--- src/rtl/w_inport_requester.sv ---
// West input port of a mesh router: buffers incoming flits, routes each packet
// dimension-ordered (X then Y) and forwards it through the crossbar one packet at a time.
module w_inport_requester #(
    parameter int         FLIT_W     = 32,
    parameter int         FIFO_DEPTH = 4,
    parameter logic [3:0] MY_X       = 4'd0,
    parameter logic [3:0] MY_Y       = 4'd0
) (
    input  logic              clk,
    input  logic              reset,
    input  logic [FLIT_W-1:0] w_flit_i,
    input  logic [1:0]        w_flit_type_i,
    input  logic              w_valid_i,
    output logic              w_ready_o,
    output logic [2:0]        w_nexthop_addr_o,
    input  logic              n_grant_w_i,
    input  logic              s_grant_w_i,
    input  logic              e_grant_w_i,
    input  logic              l_grant_w_i,
    output logic [FLIT_W+1:0] xbar_flit_o,
    output logic              xbar_valid_o,
    input  logic              xbar_ready_i,
    output logic              change_order_o,
    output logic              err_o
);
    localparam int PTR_W = $clog2(FIFO_DEPTH);
    localparam int CNT_W = PTR_W + 1;
    localparam logic [CNT_W-1:0] FULL_CNT = CNT_W'(FIFO_DEPTH);

    localparam logic [1:0] TYPE_BODY = 2'b01;
    localparam logic [1:0] TYPE_TAIL = 2'b10;

    localparam logic [2:0] ROUTE_N    = 3'b000;
    localparam logic [2:0] ROUTE_S    = 3'b001;
    localparam logic [2:0] ROUTE_E    = 3'b011;
    localparam logic [2:0] ROUTE_L    = 3'b100;
    localparam logic [2:0] ROUTE_NONE = 3'b111;

    localparam logic [1:0] ST_IDLE       = 2'd0;
    localparam logic [1:0] ST_WAIT_GRANT = 2'd1;
    localparam logic [1:0] ST_FORWARD    = 2'd2;
    localparam logic [1:0] ST_DROP       = 2'd3;

    logic [FLIT_W+1:0] mem [FIFO_DEPTH];
    logic [PTR_W-1:0]  wr_ptr_reg;
    logic [PTR_W-1:0]  rd_ptr_reg;
    logic [CNT_W-1:0]  count_reg;
    logic [CNT_W-1:0]  count_next;
    logic              w_ready_reg;

    logic [1:0]        state_reg;
    logic [1:0]        state_next;
    logic [2:0]        route_reg;
    logic [2:0]        route_next;
    logic              err_reg;
    logic              err_next;
    logic              change_reg;
    logic              change_next;

    logic [FLIT_W+1:0] head_entry;
    logic [1:0]        head_type;
    logic [3:0]        dest_x;
    logic [3:0]        dest_y;
    logic              fifo_empty;
    logic              head_is_last;
    logic              head_is_orphan;
    logic [2:0]        route_calc;
    logic              routed_grant;
    logic              push;
    logic              pop;
    logic              xfer;
    logic              drop_pop;
    logic              orphan_pop;
    logic              valid_int;

    // The head entry is read asynchronously so the crossbar sees it in the same cycle.
    assign head_entry     = mem[rd_ptr_reg];
    assign head_type      = head_entry[FLIT_W+1:FLIT_W];
    assign dest_x         = head_entry[7:4];
    assign dest_y         = head_entry[3:0];
    assign fifo_empty     = (count_reg == '0);
    assign head_is_last   = head_type[1];
    assign head_is_orphan = (head_type == TYPE_BODY) || (head_type == TYPE_TAIL);

    always_comb begin
        route_calc = ROUTE_L;
        if (dest_x > MY_X) begin
            route_calc = ROUTE_E;
        end else if (dest_y > MY_Y) begin
            route_calc = ROUTE_N;
        end else if (dest_y < MY_Y) begin
            route_calc = ROUTE_S;
        end
    end

    always_comb begin
        case (route_reg)
            ROUTE_N: routed_grant = n_grant_w_i;
            ROUTE_S: routed_grant = s_grant_w_i;
            ROUTE_E: routed_grant = e_grant_w_i;
            ROUTE_L: routed_grant = l_grant_w_i;
            default: routed_grant = 1'b0;
        endcase
    end

    assign valid_int  = (state_reg == ST_FORWARD) && !fifo_empty && routed_grant;
    assign xfer       = valid_int && xbar_ready_i;
    assign drop_pop   = (state_reg == ST_DROP) && !fifo_empty;
    assign orphan_pop = (state_reg == ST_IDLE) && !fifo_empty && head_is_orphan;
    assign pop        = xfer || drop_pop || orphan_pop;
    assign push       = w_valid_i && w_ready_reg;

    always_comb begin
        count_next = count_reg;
        case ({push, pop})
            2'b10:   count_next = count_reg + CNT_W'(1);
            2'b01:   count_next = count_reg - CNT_W'(1);
            default: count_next = count_reg;
        endcase
    end

    always_comb begin
        state_next  = state_reg;
        route_next  = route_reg;
        err_next    = 1'b0;
        change_next = 1'b0;
        case (state_reg)
            ST_IDLE: begin
                if (!fifo_empty) begin
                    if (head_is_orphan) begin
                        err_next = 1'b1;
                    end else if (dest_x < MY_X) begin
                        // West-bound traffic arriving on the west port would be a U-turn.
                        err_next   = 1'b1;
                        state_next = ST_DROP;
                    end else begin
                        route_next = route_calc;
                        state_next = ST_WAIT_GRANT;
                    end
                end
            end
            ST_WAIT_GRANT: begin
                if (routed_grant) begin
                    state_next = ST_FORWARD;
                end
            end
            ST_FORWARD: begin
                if (xfer && head_is_last) begin
                    change_next = 1'b1;
                    state_next  = ST_IDLE;
                end
            end
            default: begin
                if (drop_pop && head_is_last) begin
                    state_next = ST_IDLE;
                end
            end
        endcase
    end

    always_ff @(posedge clk) begin
        if (push) begin
            mem[wr_ptr_reg] <= {w_flit_type_i, w_flit_i};
        end
    end

    always_ff @(posedge clk) begin
        if (reset) begin
            wr_ptr_reg  <= '0;
            rd_ptr_reg  <= '0;
            count_reg   <= '0;
            w_ready_reg <= 1'b0;
            state_reg   <= ST_IDLE;
            route_reg   <= ROUTE_NONE;
            err_reg     <= 1'b0;
            change_reg  <= 1'b0;
        end else begin
            if (push) begin
                wr_ptr_reg <= wr_ptr_reg + PTR_W'(1);
            end
            if (pop) begin
                rd_ptr_reg <= rd_ptr_reg + PTR_W'(1);
            end
            count_reg   <= count_next;
            // Looking at the next count keeps ready exact despite being registered.
            w_ready_reg <= (count_next != FULL_CNT);
            state_reg   <= state_next;
            route_reg   <= route_next;
            err_reg     <= err_next;
            change_reg  <= change_next;
        end
    end

    assign w_ready_o        = w_ready_reg;
    assign w_nexthop_addr_o = ((state_reg == ST_WAIT_GRANT) || (state_reg == ST_FORWARD))
                              ? route_reg : ROUTE_NONE;
    assign xbar_flit_o      = head_entry;
    assign xbar_valid_o     = valid_int;
    assign change_order_o   = change_reg;
    assign err_o            = err_reg;

endmodule

--- config.mk ---
export PLATFORM = sky130hd
export DESIGN_NAME = w_inport_requester
export DESIGN_NICKNAME = d
export VERILOG_FILES = /design/src/rtl/w_inport_requester.sv
export SDC_FILE = /design/constraint.sdc
export NUM_CORES = 1
export LEC_CHECK = 0
export BUFFER_PORTS_ARGS = -buffer_cell sky130_fd_sc_hd__buf_4
export CELL_PAD_IN_SITES_DETAIL_PLACEMENT = 1
export CELL_PAD_IN_SITES_GLOBAL_PLACEMENT = 1
export CORE_ASPECT_RATIO = 0.8
export CORE_MARGIN = 5
export CORE_UTILIZATION = 49
export CTS_CLUSTER_DIAMETER = 120
export DETAILED_ROUTE_END_ITERATION = 10
export GPL_TIMING_DRIVEN = 0
export PLACE_DENSITY = 0.83
export REMOVE_ABC_BUFFERS = 1
export SLEW_MARGIN = 20
export SYNTH_ARGS = -nofsm -noshare
export SYNTH_HDL_FRONTEND = slang
export SYNTH_SLANG_ARGS = --single-unit
--- constraint.sdc ---
create_clock -name clk -period 3.7 [get_ports clk]
set_input_delay 0.185 -clock clk [delete_from_list [all_inputs] [get_ports clk]]
set_output_delay 0.185 -clock clk [all_outputs]
set_load 0.02 [all_outputs]
======== After elaboration in Yosys (flattened, before gate mapping) ========
Memories as Yosys holds them, arrays and structs flattened. A register that Yosys moved wholly into a read port is not among the register bits.
Cells that the tools add are included.
storage, ports and cells
  register bits after elaboration ......... 15
  memory bits (writable) .................. 136
  input port bits ......................... 42
  output and inout bits ................... 41
  logic and storage cells ................. 79
  memories ................................ 1
memories
  memory  words  width  rd ports  clocked after Yosys merged registers in  wr ports  RTL line  text
  mem     4      34     1         1                                        1         44        logic [FLIT_W+1:0] mem [FIFO_DEPTH];
operators by class
  add/subtract/negate cells ............... 4
  $lt $le $gt $ge ......................... 4
  eq/ne operators ......................... 15
  mux-type cells .......................... 20
  bitwise operators ....................... 5
  reductions and logical operators ........ 22
operators with widths
  kind                 number
  $mux 2               8
  $mux 3               4
  $logic_and 1x1->1    9
  $eq 2x2->1 const B   4
  $gt 4x1->1 const B   2
  $lt 4x1->1 const B   2
  $eq 2x1->1 const B   3
  $logic_not 3->1      2
  $ne 2x2->1 const B   3
  $pmux 2 s3           1
  $pmux 3 s2           1
  $mux 1               5
  $not 1->1            5
  $reduce_and 5->1     1
  $add 2x1->2 const B  2
  $logic_or 1x1->1     4
  $pmux 1 s4           1
  $reduce_and 4->1     1
  $reduce_bool 4->1    1
  $add 3x1->3 const B  1
  $eq 3x1->1 const B   1
  $eq 3x2->1 const B   1
  $eq 3x3->1 const B   1
  $ne 3x3->1 const B   1
  6 further kinds      6

======== Longest topological paths before layout ========
Gate-level depths: netlist of run 1.
  depth after elaboration ................. 10
  mapped depth ............................ 12
  gate-level depth less buffers ........... 11

======== Least setup slack after synthesis of run 1 ========
No wires, ideal clock.
  path kind ............................... reg-to-reg
  start ................................... register (tool-made name)
  end ..................................... register w_ready_reg, in the netlist w_ready_o
  setup time .............................. 130 ps
  data arrival time ....................... 2800 ps
  required time ........................... 3570 ps
  slack ................................... 770 ps
  cell stages (with the launch flop) ...... 13
  buffers on the path ..................... 1
  clock period less this slack ............ 2930 ps
  cell sequence ........................... dfxtp_1 buf_6 mux4_2 xor2_1 nand3_1 o21ai_0 ha_1 inv_1 fa_1 xor2_1 nor2_1 xor2_1 a21oi_1
RTL lines
  item                  RTL line  text
  to (signal assigned)  186       w_ready_reg <= (count_next != FULL_CNT);
  to (decl)             49        logic w_ready_reg;

==> results of run 1 <==
[worst max path at each step]
stage	end	slack (ps)	cells after the start	start
after detailed placement	w_ready_o	10	11	flip-flop
after global routing	w_ready_o	100	11	flip-flop
after CTS	count_reg[2]	230	11	flip-flop
after floorplan	w_ready_o	-380	11	flip-flop
after global placement	w_ready_o	-1210	11	flip-flop
final	count_reg[2]	330	11	flip-flop
[cell type report]
cell class	instances	area, um2	area share
Inverter	10	37.5	0.00490
Sequential cell	152	4410	0.575
Tap cell	148	185	0.0242
Multi-Input combinational cell	112	1350	0.176
Clock buffer	21	440	0.0575
Timing Repair Buffer	122	1100	0.144
Clock inverter	10	145	0.0189
[worst max-delay path, stage by stage (launching register included)]
cell and delay (ps):
dfxtp_4 610, mux4_2 660, xor2_2 300, nand3_1 150
o21ai_0 170, ha_1 270, inv_1 80, fa_1 380
xor2_1 150, nor2_1 140, xor2_1 230, and2_1 150
[logic make-up (layout without fill, tap and decap cells)]
logic type,after synthesis,in the layout
flops,152,152
mux,38,38
buf+inv,21,163
xor+xnor,5,5
fa+ha+maj,10,10
compound gates,17,17
simple gates,42,42
[synthesized netlist by cell type, types with 3 or more instances]
| cell | n | share of area |
|---|---|---|
| o21ai_0 | 6 | 0.0051 |
| nand2_1 | 10 | 0.0064 |
| mux4_1 | 7 | 0.031 |
| inv_1 | 10 | 0.0064 |
| dfxtp_1 | 16 | 0.055 |
| a21oi_1 | 3 | 0.0026 |
| ha_1 | 9 | 0.019 |
| and3_1 | 6 | 0.0064 |
| edfxtp_1 | 136 | 0.70 |
| xor2_1 | 4 | 0.0060 |
| clkbuf_1 | 6 | 0.0039 |
| mux2i_1 | 3 | 0.0051 |
| nor2_1 | 10 | 0.0064 |
| nand3_1 | 5 | 0.0043 |
| mux4_2 | 27 | 0.10 |
[metrics by stage]
step | setup WS [ps] | power [W] | instance area, um2
3_5_place_dp | 12.6 | 0.00338 | 6700
5_1_grt | 97.7 | 0.00539 | 7660
6_report | 326 | 0.00515 | 7660
2_1_floorplan | -384 | 0.00290 | 5770
3_3_place_gp | -1210 | 0.00333 | 6570
4_1_cts | 234 | 0.00518 | 7660
[metal layers]
layer  part of all wire  vias up  routed length, um
li1                   -     1414                  -
met1               0.41     1639               5470
met2               0.52       82               6890
met3              0.058       18                769
met4              0.014        0                184
met5                  0        -                  0
[power by group through the flow]
stage	Clock (W)	Sequential (W)	Combinational, W
2_1_floorplan	0	0.00216	0.000734
3_3_place_gp	0	0.00221	0.00112
6_report	0.00172	0.00213	0.00129
4_1_cts	0.00175	0.00213	0.00130
5_1_grt	0.00185	0.00215	0.00139
3_5_place_dp	0	0.00221	0.00117
[what timing repair did]
item                                    4_1_cts  5_1_grt
hold buffers                                 35        0
gates resized for setup                       0        1
setup buffers                                 1        0
endpoints found under the hold margin       139        0
endpoints found under the setup margin        2        2
==> reports/results.txt, run 1 <==
The run finished with clean final reports. The library cell used most frequently in the layout, excluding fill and tap cells, is edfxtp_1. Along the worst hold path, the cell count comes to 2. By area, the combinational part of the netlist is dominated by multiplexers. Setup slack on the worst reg-to-reg path comes out at 330 ps. Total number of vias: 3,153. The logs give 4 for the total iterations of the first detailed-routing run and 13,300 um for the total wirelength of the detailed-routed design. Across the routed clock network, the largest skew measured is 12.6 ps. Counting along the longest clock path gives a buffer depth of 2.

The effective utilization at floorplan came out at 0.504. The proportion of synthesized chip area in sequential cells is 0.754, and the total grt overflow is 0. The final-report hold violation count came out at 0. The count of buffers added on input and output ports is 81.

For this design the ratio of total power to cell area is 672 nW/um2. The clock insertion delay at the later pin of the skew report was 420 ps; the transition time at the pin with the least slew margin was 593 ps. The tools report the final max-slew violation count as 0. The type of the tightest min-delay check is in -> reg. The final-layout worst hold slack was 53.5 ps; the worst reg2reg path depth was 11.

For this design the total switching power over the nets is 0.00146 W. Excluding fillers, the count of instances in the completed layout stands at 575. The clock share of power is 0.335, and the number of flip-flops in the largest register is 136.

The critical path is of the reg -> reg type. The tools report the final antenna diode count as 0. Via count of the first global-routing pass: 3,678. The tool flagged a number of max-cap violations equal to 0. Maximum number of pins on one net before global-route repair: 22. In this run the cell area of the synthesized design comes to 5840 um2. STA puts the critical path data required time at 4050 ps. 83 I/O pins were placed.

The logs give 0 for the initial antenna violation count and 0.241 for the met1 layer usage reported by global route. In this run the remaining antenna-violating nets after routing total 0. CTS placed an instance of clkbuf_16 at the clock tree root. The number of different library cells used by synthesis comes to 37.

The tools report the max-slew headroom at the worst pin as 0.604. For the power share of the combinational group, the log shows 0.251. The share of flip-flops with an asynchronous set or reset after synthesis works out to 0.

In this run the most critical hold path is launched from xbar_ready_i. Routability-driven placement finished with a final weighted congestion of 0.773. Yosys printed 0 warnings. The predominant post-synthesis flop cell is edfxtp_1.

The floorplan step set the die width to 132 um. The arithmetic-cell share of the synthesized area counting full adders, half adders and majority gates works out to 0.0227. For this run, design rule violations remaining after detail routing come to 0. The post-synthesis area per instance was 20.5 um2. The global-route track usage on met3 came out at 0.0696.

The logs give 0.203 for the all-layer global routing usage and 7830 um for the total half-perimeter wirelength after legalization and detailed placement. The xor-xnor portion of the synthesized cell area is 0.00749. Minimum period implied by the final worst setup slack: 3370 ps. TritonCTS built the clock tree.

For the final routed database, the setup TNS stands at 0 ps. Fraction of final layout cells sized beyond drive strength 1: 0.351. The part of the power in registers was 0.414; the maximum vdd drop was 0.442 mV.

The tools report the number of standard-cell rows in the floorplan as 35. The critical path startpoint category was a flip-flop. Counting flops with a built-in enable in the synthesized netlist gives 136. For this run, the top clock speed supported by timing is 0.296 GHz.

The core region is 11,600 um2. The highest fanout seen on the critical path was 18. The area growth from synthesis to layout is 31.2%. The logs give 0.351 for the met2 layer usage reported by global route and 467 for the final net count.

The synthesized-area fraction occupied by ao, oa, aoi and oai cells is 0.0188. The final critical-path share of the clock period was 0.912. After detailed routing, the number of vias per cell comes to 5.48.

The arrival time at the worst endpoint is 3730 ps, and the wire length per cell is 23.2 um. The run gives 152 as the sink count of the clock tree. The clock-pin slew on the worst setup and hold paths was 60 ps. Post-synthesis share of cell area spent on and, or, nand and nor gates: 0.0364. The layout has 961 filler cells. The floorplan step set the die height to 108 um. For the final number of setup-violating endpoints, the log shows 0. For hold timing, the worst endpoint is change_order_o. The cell count after synthesis is 285, and the mux contribution to synthesized area is 0.143.

Summed over all cells, the static leakage comes to 2.70 nW. After global routing, the most crowded layer is met2. For the number of placed instances, taps included, the log shows 508. The flop and latch count out of synthesis is 152, and the wire length of the first global-routing pass is 21,300 um.

The clock tree synthesis step divided the H-tree into 4 levels. The endpoint type of the worst setup path is a flip-flop. The first routing iteration left 209 violations. The library cells used most frequently in the layout, excluding fill and tap cells, are 136 x edfxtp_1, 81 x buf_4, 35 x dlygate4sd3_1. The run gives 0.660 as the core occupancy in the finished layout. The die covers 14,200 um2. TritonCTS created 17 clock buffers. Setup repair after global routing left no endpoint under its margin. The internal portion of the total power is 0.00369 W.

In this run the critical register-to-register path is captured at count_reg[2]. The switching share of power was 0.284.
No activity file was read; power rests on OpenSTA's default activity.
==> run 2: changes to the inputs <==
==> constraint.sdc (replaced) <==
create_clock -name clk -period 3.3 [get_ports clk]
set_input_delay 0.165 -clock clk [delete_from_list [all_inputs] [get_ports clk]]
set_output_delay 0.165 -clock clk [all_outputs]
set_load 0.02 [all_outputs]
==> reports/results.txt, run 2 (synthesized netlist as in run 1, its figures left out) <==
The average vias per placed instance works out to 5.51 (was 5.48). The number of filler instances in the final layout was 958 (was 961). The run gives 197 (was 209) as the initial DRC count. Routability-driven placement congestion ratio: 0.773 (unchanged). The layout overhead on the synthesized area is 31.6% (was 31.2%), and the number of flip-flops in the largest register is 136 (unchanged).

The total grt overflow was 0 (unchanged); the ratio of total power to cell area was 754 nW/um2 (was 672 nW/um2). For the highest achievable clock rate, the log shows 0.329 GHz (was 0.296 GHz). The initial antenna violation count was 0 (unchanged).

The tools report the max-slew headroom at the worst pin as 0.606 (was 0.604). The critical path startpoint category was a flip-flop (unchanged). Highest-count cells in the layout ignoring fill and taps: 136 x edfxtp_1, 84 x buf_4, 35 x dlygate4sd3_1 (was 136 x edfxtp_1, 81 x buf_4, 35 x dlygate4sd3_1).

The core footprint was 11,600 um2 (unchanged). TritonCTS built the clock tree. The logs give 152 (unchanged) for the sink count of the clock tree and 0 (unchanged) for the number of nets with antenna violations after routing.

The minimum period implied by the final worst setup slack was 3040 ps (was 3370 ps); the total half-perimeter wirelength after legalization and detailed placement was 7830 um (unchanged). The core occupancy in the finished layout was 0.663 (was 0.660); the wire length per cell was 23.0 um (was 23.2 um). The final antenna diode count is 0 (unchanged), and the number of standard-cell rows in the floorplan is 35 (unchanged). The fraction of final layout cells sized beyond drive strength 1 came out at 0.356 (was 0.351).

The kind of critical path was reg -> reg (unchanged). The data required time at the worst endpoint came out at 3650 ps (was 4050 ps). The tools report the final number of setup-violating endpoints as 0 (unchanged). Top cell family by delay on the critical path: XOR/XNOR gates (unchanged). The tools report the summed negative setup slack over all endpoints as 0 ps (unchanged). The register-to-register setup slack is 260 ps (was 330 ps). CTS root buffer: clkbuf_16 (unchanged). The run gives 0.00580 W (was 0.00515 W) as the overall power of the completed layout.

Setup repair after global routing left no endpoint under its margin. Level count of the clock H-tree: 4 (unchanged). The effective utilization at floorplan is 0.504 (unchanged), and the total iterations of the first detailed-routing run is 4 (unchanged). The logic depth of the worst path, buffers included came out at 11 (unchanged). The final critical-path share of the clock period came out at 0.921 (was 0.912).

The type of the tightest min-delay check was in -> reg (unchanged). The area enclosed by the die boundary was 14,200 um2 (unchanged); the floorplan die width was 132 um (unchanged). The y dimension of the die was 108 um (unchanged); the final net count was 470 (was 467).

The tools report the via count of the first global-routing pass as 3,657 (was 3,678). The worst reg2reg path depth is 11 (unchanged). The flow ran to the end, and the final reports show no timing, DRC or antenna violations. The delay contributed by the slowest stage of the critical path is 600 ps (was 660 ps), and the total wirelength of the detailed-routed design is 13,300 um (about the same). The arrival time at the worst endpoint came out at 3390 ps (was 3730 ps). The highest fanout seen on the critical path came out at 6 (was 18). For the leakage component of the power, the log shows 2.71 nW (was 2.70 nW). Critical Path, Cell by Cell: mux4_2 -> xor2_2 -> nand3_1 -> o21ai_0 -> ha_1 -> inv_1 -> fa_1 -> xor2_1 -> nor2_1 -> xor2_1 -> and2_1 (unchanged). The buffer and inverter count on the worst path came out at 1 (unchanged).

The tools report the endpoint type of the worst setup path as a flip-flop (unchanged). The run gives 0 (unchanged) as the final max-slew violation count. The tools report the max-cap check violation count as 0 (unchanged). The reg-to-reg endpoint was count_reg[2] (unchanged). The wire length of the first global-routing pass is 21,300 um (about the same), and the worst clock skew is 10.8 ps (was 12.6 ps).

The tools report the maximum vdd drop as 0.496 mV (was 0.442 mV). The tools report the capture point of the worst path as count_reg[2] (unchanged). The boundary pin count is 83 (unchanged). The cell with the biggest individual delay on the critical path was mux4_2 (unchanged).

For the final-report hold violation count, the log shows 0 (unchanged). Clock tree buffer depth: 2 (unchanged). The tools report the count of unresolved DRC violations after routing as 0 (unchanged). The count of buffers inserted at the top-level ports is 81 (unchanged). The most frequent standard cell in the layout excluding fill and tap cells is edfxtp_1 (unchanged). The total number of vias was 3,182 (was 3,153). The run gives 22 (unchanged) as the maximum number of pins on one net before global-route repair. Clock insertion delay at the later pin of the skew report: 420 ps (about the same). For the TritonCTS buffer count, the log shows 17 (unchanged). The most used cell along the critical path was xor2_1 (unchanged). The clock-pin slew on the worst setup and hold paths is 60 ps (about the same), and the transition time at the pin with the least slew margin is 591 ps (was 593 ps).

The all-layer global routing usage was 0.202 (was 0.203).
[run 2: power by group]
part           switching (W)  leakage, nW  internal (W)  total [W]
clock               0.000745        0.278       0.00119    0.00194
sequential         0.0000904         1.37       0.00225    0.00234
combinational       0.000810         1.07      0.000717    0.00153
total                0.00165         2.71       0.00415    0.00580
[run 2: repair_timing]
item                                   in CTS  in global routing
setup endpoints to repair                   3                  2
hold buffers                               35                  0
setup buffers                               4                  0
endpoints found under the hold margin     142                  0
resized for setup                           1                  1
[run 2: worst reg2reg max path, stage by stage, from the launching register on]
cell and delay [ps]:
dfxtp_4 390, mux4_2 600, xor2_2 300, nand3_1 150
o21ai_0 170, ha_1 270, inv_1 70, fa_1 370
xor2_1 150, nor2_1 140, xor2_1 220, and2_1 150
[run 2: layer usage]
metal  vias up  share of wire  global-route usage
met1      1667           0.42               0.243
met2        80           0.52               0.351
met5         -              0                   0
met4         0          0.013              0.0617
li1       1423              -                   -
met3        12          0.050              0.0631
[run 2: how the worst min path moves through the flow]
| stage | startpoint | end | depth (start not counted) | slack [ps] |
|---|---|---|---|---|
| final | xbar_ready_i | change_order_o | 2 | 30 |
| after global routing | xbar_ready_i | change_order_o | 2 | 30 |
| after CTS | xbar_ready_i | change_order_o | 2 | 10 |
| after detailed placement | w_flit_i[23] | mem[0][23] | 1 | 370 |
| after global placement | w_flit_i[27] | mem[1][27] | 1 | 360 |
| after floorplan | reset | w_ready_o | 1 | 230 |
[run 2: metrics by stage]
| step | cell area (um2) | instances | setup WS (ps) | hold WS, ps |
|---|---|---|---|---|
| 3_3_place_gp | 6570 | 503 | -1610 | 364 |
| 4_1_cts | 7690 | 578 | 66.2 | 13.1 |
| 3_5_place_dp | 6700 | 508 | -387 | 369 |
| 5_1_grt | 7690 | 578 | 19.1 | 29.3 |
| 6_report | 7690 | 578 | 261 | 34.3 |
| 2_1_floorplan | 5770 | 274 | -784 | 234 |
[run 2: cell type report]
type | count | area, um2 | share of cell area
well taps | 148 | 185 | 0.0241
flip-flops and latches | 152 | 4410 | 0.574
repair buffers | 125 | 1120 | 0.146
clock inverters | 10 | 145 | 0.0189
clock buffers | 21 | 440 | 0.0573
inverters | 10 | 37.5 | 0.00488
multi-input cells | 112 | 1350 | 0.175
==> run 3: changes to the inputs <==
--- a/config.mk
+++ b/config.mk
@@ -9,7 +9,7 @@
 export CELL_PAD_IN_SITES_DETAIL_PLACEMENT = 1
 export CELL_PAD_IN_SITES_GLOBAL_PLACEMENT = 1
 export CORE_ASPECT_RATIO = 0.8
-export CORE_MARGIN = 5
+export CORE_MARGIN = 3
 export CORE_UTILIZATION = 49
 export CTS_CLUSTER_DIAMETER = 120
 export DETAILED_ROUTE_END_ITERATION = 10
==> reports/results.txt, run 3 (synthesized netlist as in run 1, its figures left out) <==
The clock insertion delay at the later pin of the skew report was 420 ps (about the same). The core footprint is 11,600 um2 (about the same), and the worst clock skew is 9.31 ps (was 10.8 ps). The number of nets with antenna violations after routing was 0 (unchanged).

The tools report the total iterations of the first detailed-routing run as 4 (unchanged). Setup repair after global routing left no endpoint under its margin. The run gives 0 (unchanged) as the total grt overflow. The logs give 3,428 (was 3,657) for the via count of the first global-routing pass and 83 (unchanged) for the boundary pin count. Effective utilization at floorplan: 0.505 (was 0.504). The run finished with clean final reports. The level count of the clock H-tree is 4 (unchanged).

The final-layout worst hold slack came out at 21.3 ps (was 34.3 ps). The tools report the max-cap check violation count as 0 (unchanged). The run gives 2.71 nW (about the same) as the leakage component of the power. TritonCTS built the clock tree.

Fraction of final layout cells sized beyond drive strength 1: 0.361 (was 0.356). The ratio of total power to cell area works out to 745 nW/um2 (was 754 nW/um2). The endpoint type of the worst setup path is a flip-flop (unchanged).

The run gives 218 (was 197) as the initial DRC count. The logs give 7680 um2 (was 7690 um2) for the design area and 152 (unchanged) for the sink count of the clock tree. For the core occupancy in the finished layout, the log shows 0.665 (was 0.663). The tools report the final-report hold violation count as 0 (unchanged).

The minimum period implied by the final worst setup slack is 3060 ps (was 3040 ps). The area enclosed by the die boundary came out at 13,300 um2 (was 14,200 um2). The most frequent standard cell in the layout excluding fill and tap cells is edfxtp_1 (unchanged).

Type of the tightest min-delay check: in -> reg (unchanged). The TritonCTS buffer count came out at 17 (unchanged). The tools report the final antenna diode count as 0 (unchanged). The routability-driven placement congestion ratio is 0.787 (was 0.773), and the total number of vias is 3,119 (was 3,182). The all-layer global routing usage is 0.198 (was 0.202). For the clock tree buffer depth, the log shows 2 (unchanged). The tools report the critical path startpoint category as a flip-flop (unchanged). The final max-slew violation count was 0 (unchanged). The run gives 3600 ps (was 3650 ps) as the data required time at the worst endpoint.

The wire length per cell is 21.4 um (was 23.0 um). The CTS root buffer was clkbuf_16 (unchanged). The count of buffers inserted at the top-level ports was 81 (unchanged); the cell area after placement was 6720 um2 (was 6700 um2).

The y dimension of the die works out to 104 um (was 108 um). The run gives 7560 um (was 7830 um) as the total half-perimeter wirelength after legalization and detailed placement. The flip-flop and latch area was 4410 um2 (unchanged); the transition time at the pin with the least slew margin was 542 ps (was 591 ps). The post-placement worst setup slack was -450 ps (was -387 ps). The final net count was 468 (was 470); the average vias per placed instance was 5.41 (was 5.51). The final critical-path setup slack was 238 ps (was 261 ps). The arrival time at the worst endpoint was 3360 ps (was 3390 ps); the total area of multi-input combinational cells was 1350 um2 (unchanged).

The logs give 12,300 um (was 13,300 um) for the total wirelength of the detailed-routed design and 0.459 mV (was 0.496 mV) for the maximum vdd drop. The tools report the highest achievable clock rate as 0.327 GHz (was 0.329 GHz). The maximum number of pins on one net before global-route repair was 21 (was 22).

The number of flip-flops in the largest register works out to 136 (unchanged). For the overall power of the completed layout, the log shows 0.00573 W (was 0.00580 W). For the max-slew headroom at the worst pin, the log shows 0.639 (was 0.606). The highest fanout seen on the critical path was 16 (was 6). Highest-count cells in the layout ignoring fill and taps: 136 x edfxtp_1, 82 x buf_4, 35 x dlygate4sd3_1 (was 136 x edfxtp_1, 84 x buf_4, 35 x dlygate4sd3_1). The kind of critical path was reg -> reg (unchanged). The layout overhead on the synthesized area was 31.5% (was 31.6%); the number of standard-cell rows in the floorplan was 35 (unchanged). The final critical-path share of the clock period is 0.928 (was 0.921), and the number of filler instances in the final layout is 980 (was 958).

Floorplan die width: 128 um (was 132 um). Wire length of the first global-routing pass: 19,500 um (was 21,300 um). The count of unresolved DRC violations after routing is 0 (unchanged). The clock-pin slew on the worst setup and hold paths is 60 ps (about the same). The tools report the final number of setup-violating endpoints as 0 (unchanged). The tools report the initial antenna violation count as 0 (unchanged).
run 3: path summary, 6_finish.rpt:
kind                      from        endpoint  slack [ps]  cells after the start
setup / recovery     flip-flop       w_ready_o         240                     11
hold / removal    xbar_ready_i  change_order_o          20                      2
setup reg to reg     flip-flop       w_ready_o         240                     11
hold reg to reg   state_reg[1]    state_reg[1]         510                      2
run 3: critical path, stage by stage, from the launching register on:
cell	delay, ps
dfxtp_4	520
mux4_2	430
xor2_2	330
nand3_1	170
o21ai_0	200
ha_1	280
inv_1	70
fa_1	380
xor2_1	160
nor2_1	110
xor2_1	190
a21oi_1	110
run 3: metal layers:
metal | global-route usage | share of wire | vias to the layer above
met5 | 0 | 0 | -
met2 | 0.323 | 0.50 | 81
li1 | - | - | 1422
met3 | 0.0670 | 0.059 | 7
met4 | 0.0455 | 0.0065 | 0
met1 | 0.261 | 0.43 | 1609
run 3: where the power goes:
group	internal [W]	total, W	switching, W
combinational	0.000704	0.00149	0.000787
sequential	0.00225	0.00233	0.0000875
clock	0.00107	0.00190	0.000829
run 3: through the flow:
stage	TNS, ps	std cells
after global placement	-9220	503
after global routing	0	577
after detailed placement	-1020	508
after CTS	0	577
final	0	577
after floorplan	-2340	274
run 3: layout make-up:
class	instances	area share
clock buffers	18	0.0558
clock inverters	14	0.0199
inverters	10	0.00488
multi-input cells	112	0.175
flip-flops and latches	152	0.574
well taps	148	0.0241
repair buffers	123	0.146
run 3: timing repair:
item	CTS	global route
hold buffers	35	0
setup endpoints to repair	3	2
endpoints found under the hold margin	141	0
gates resized for setup	1	1
setup buffers	2	0
pin swaps	0	0
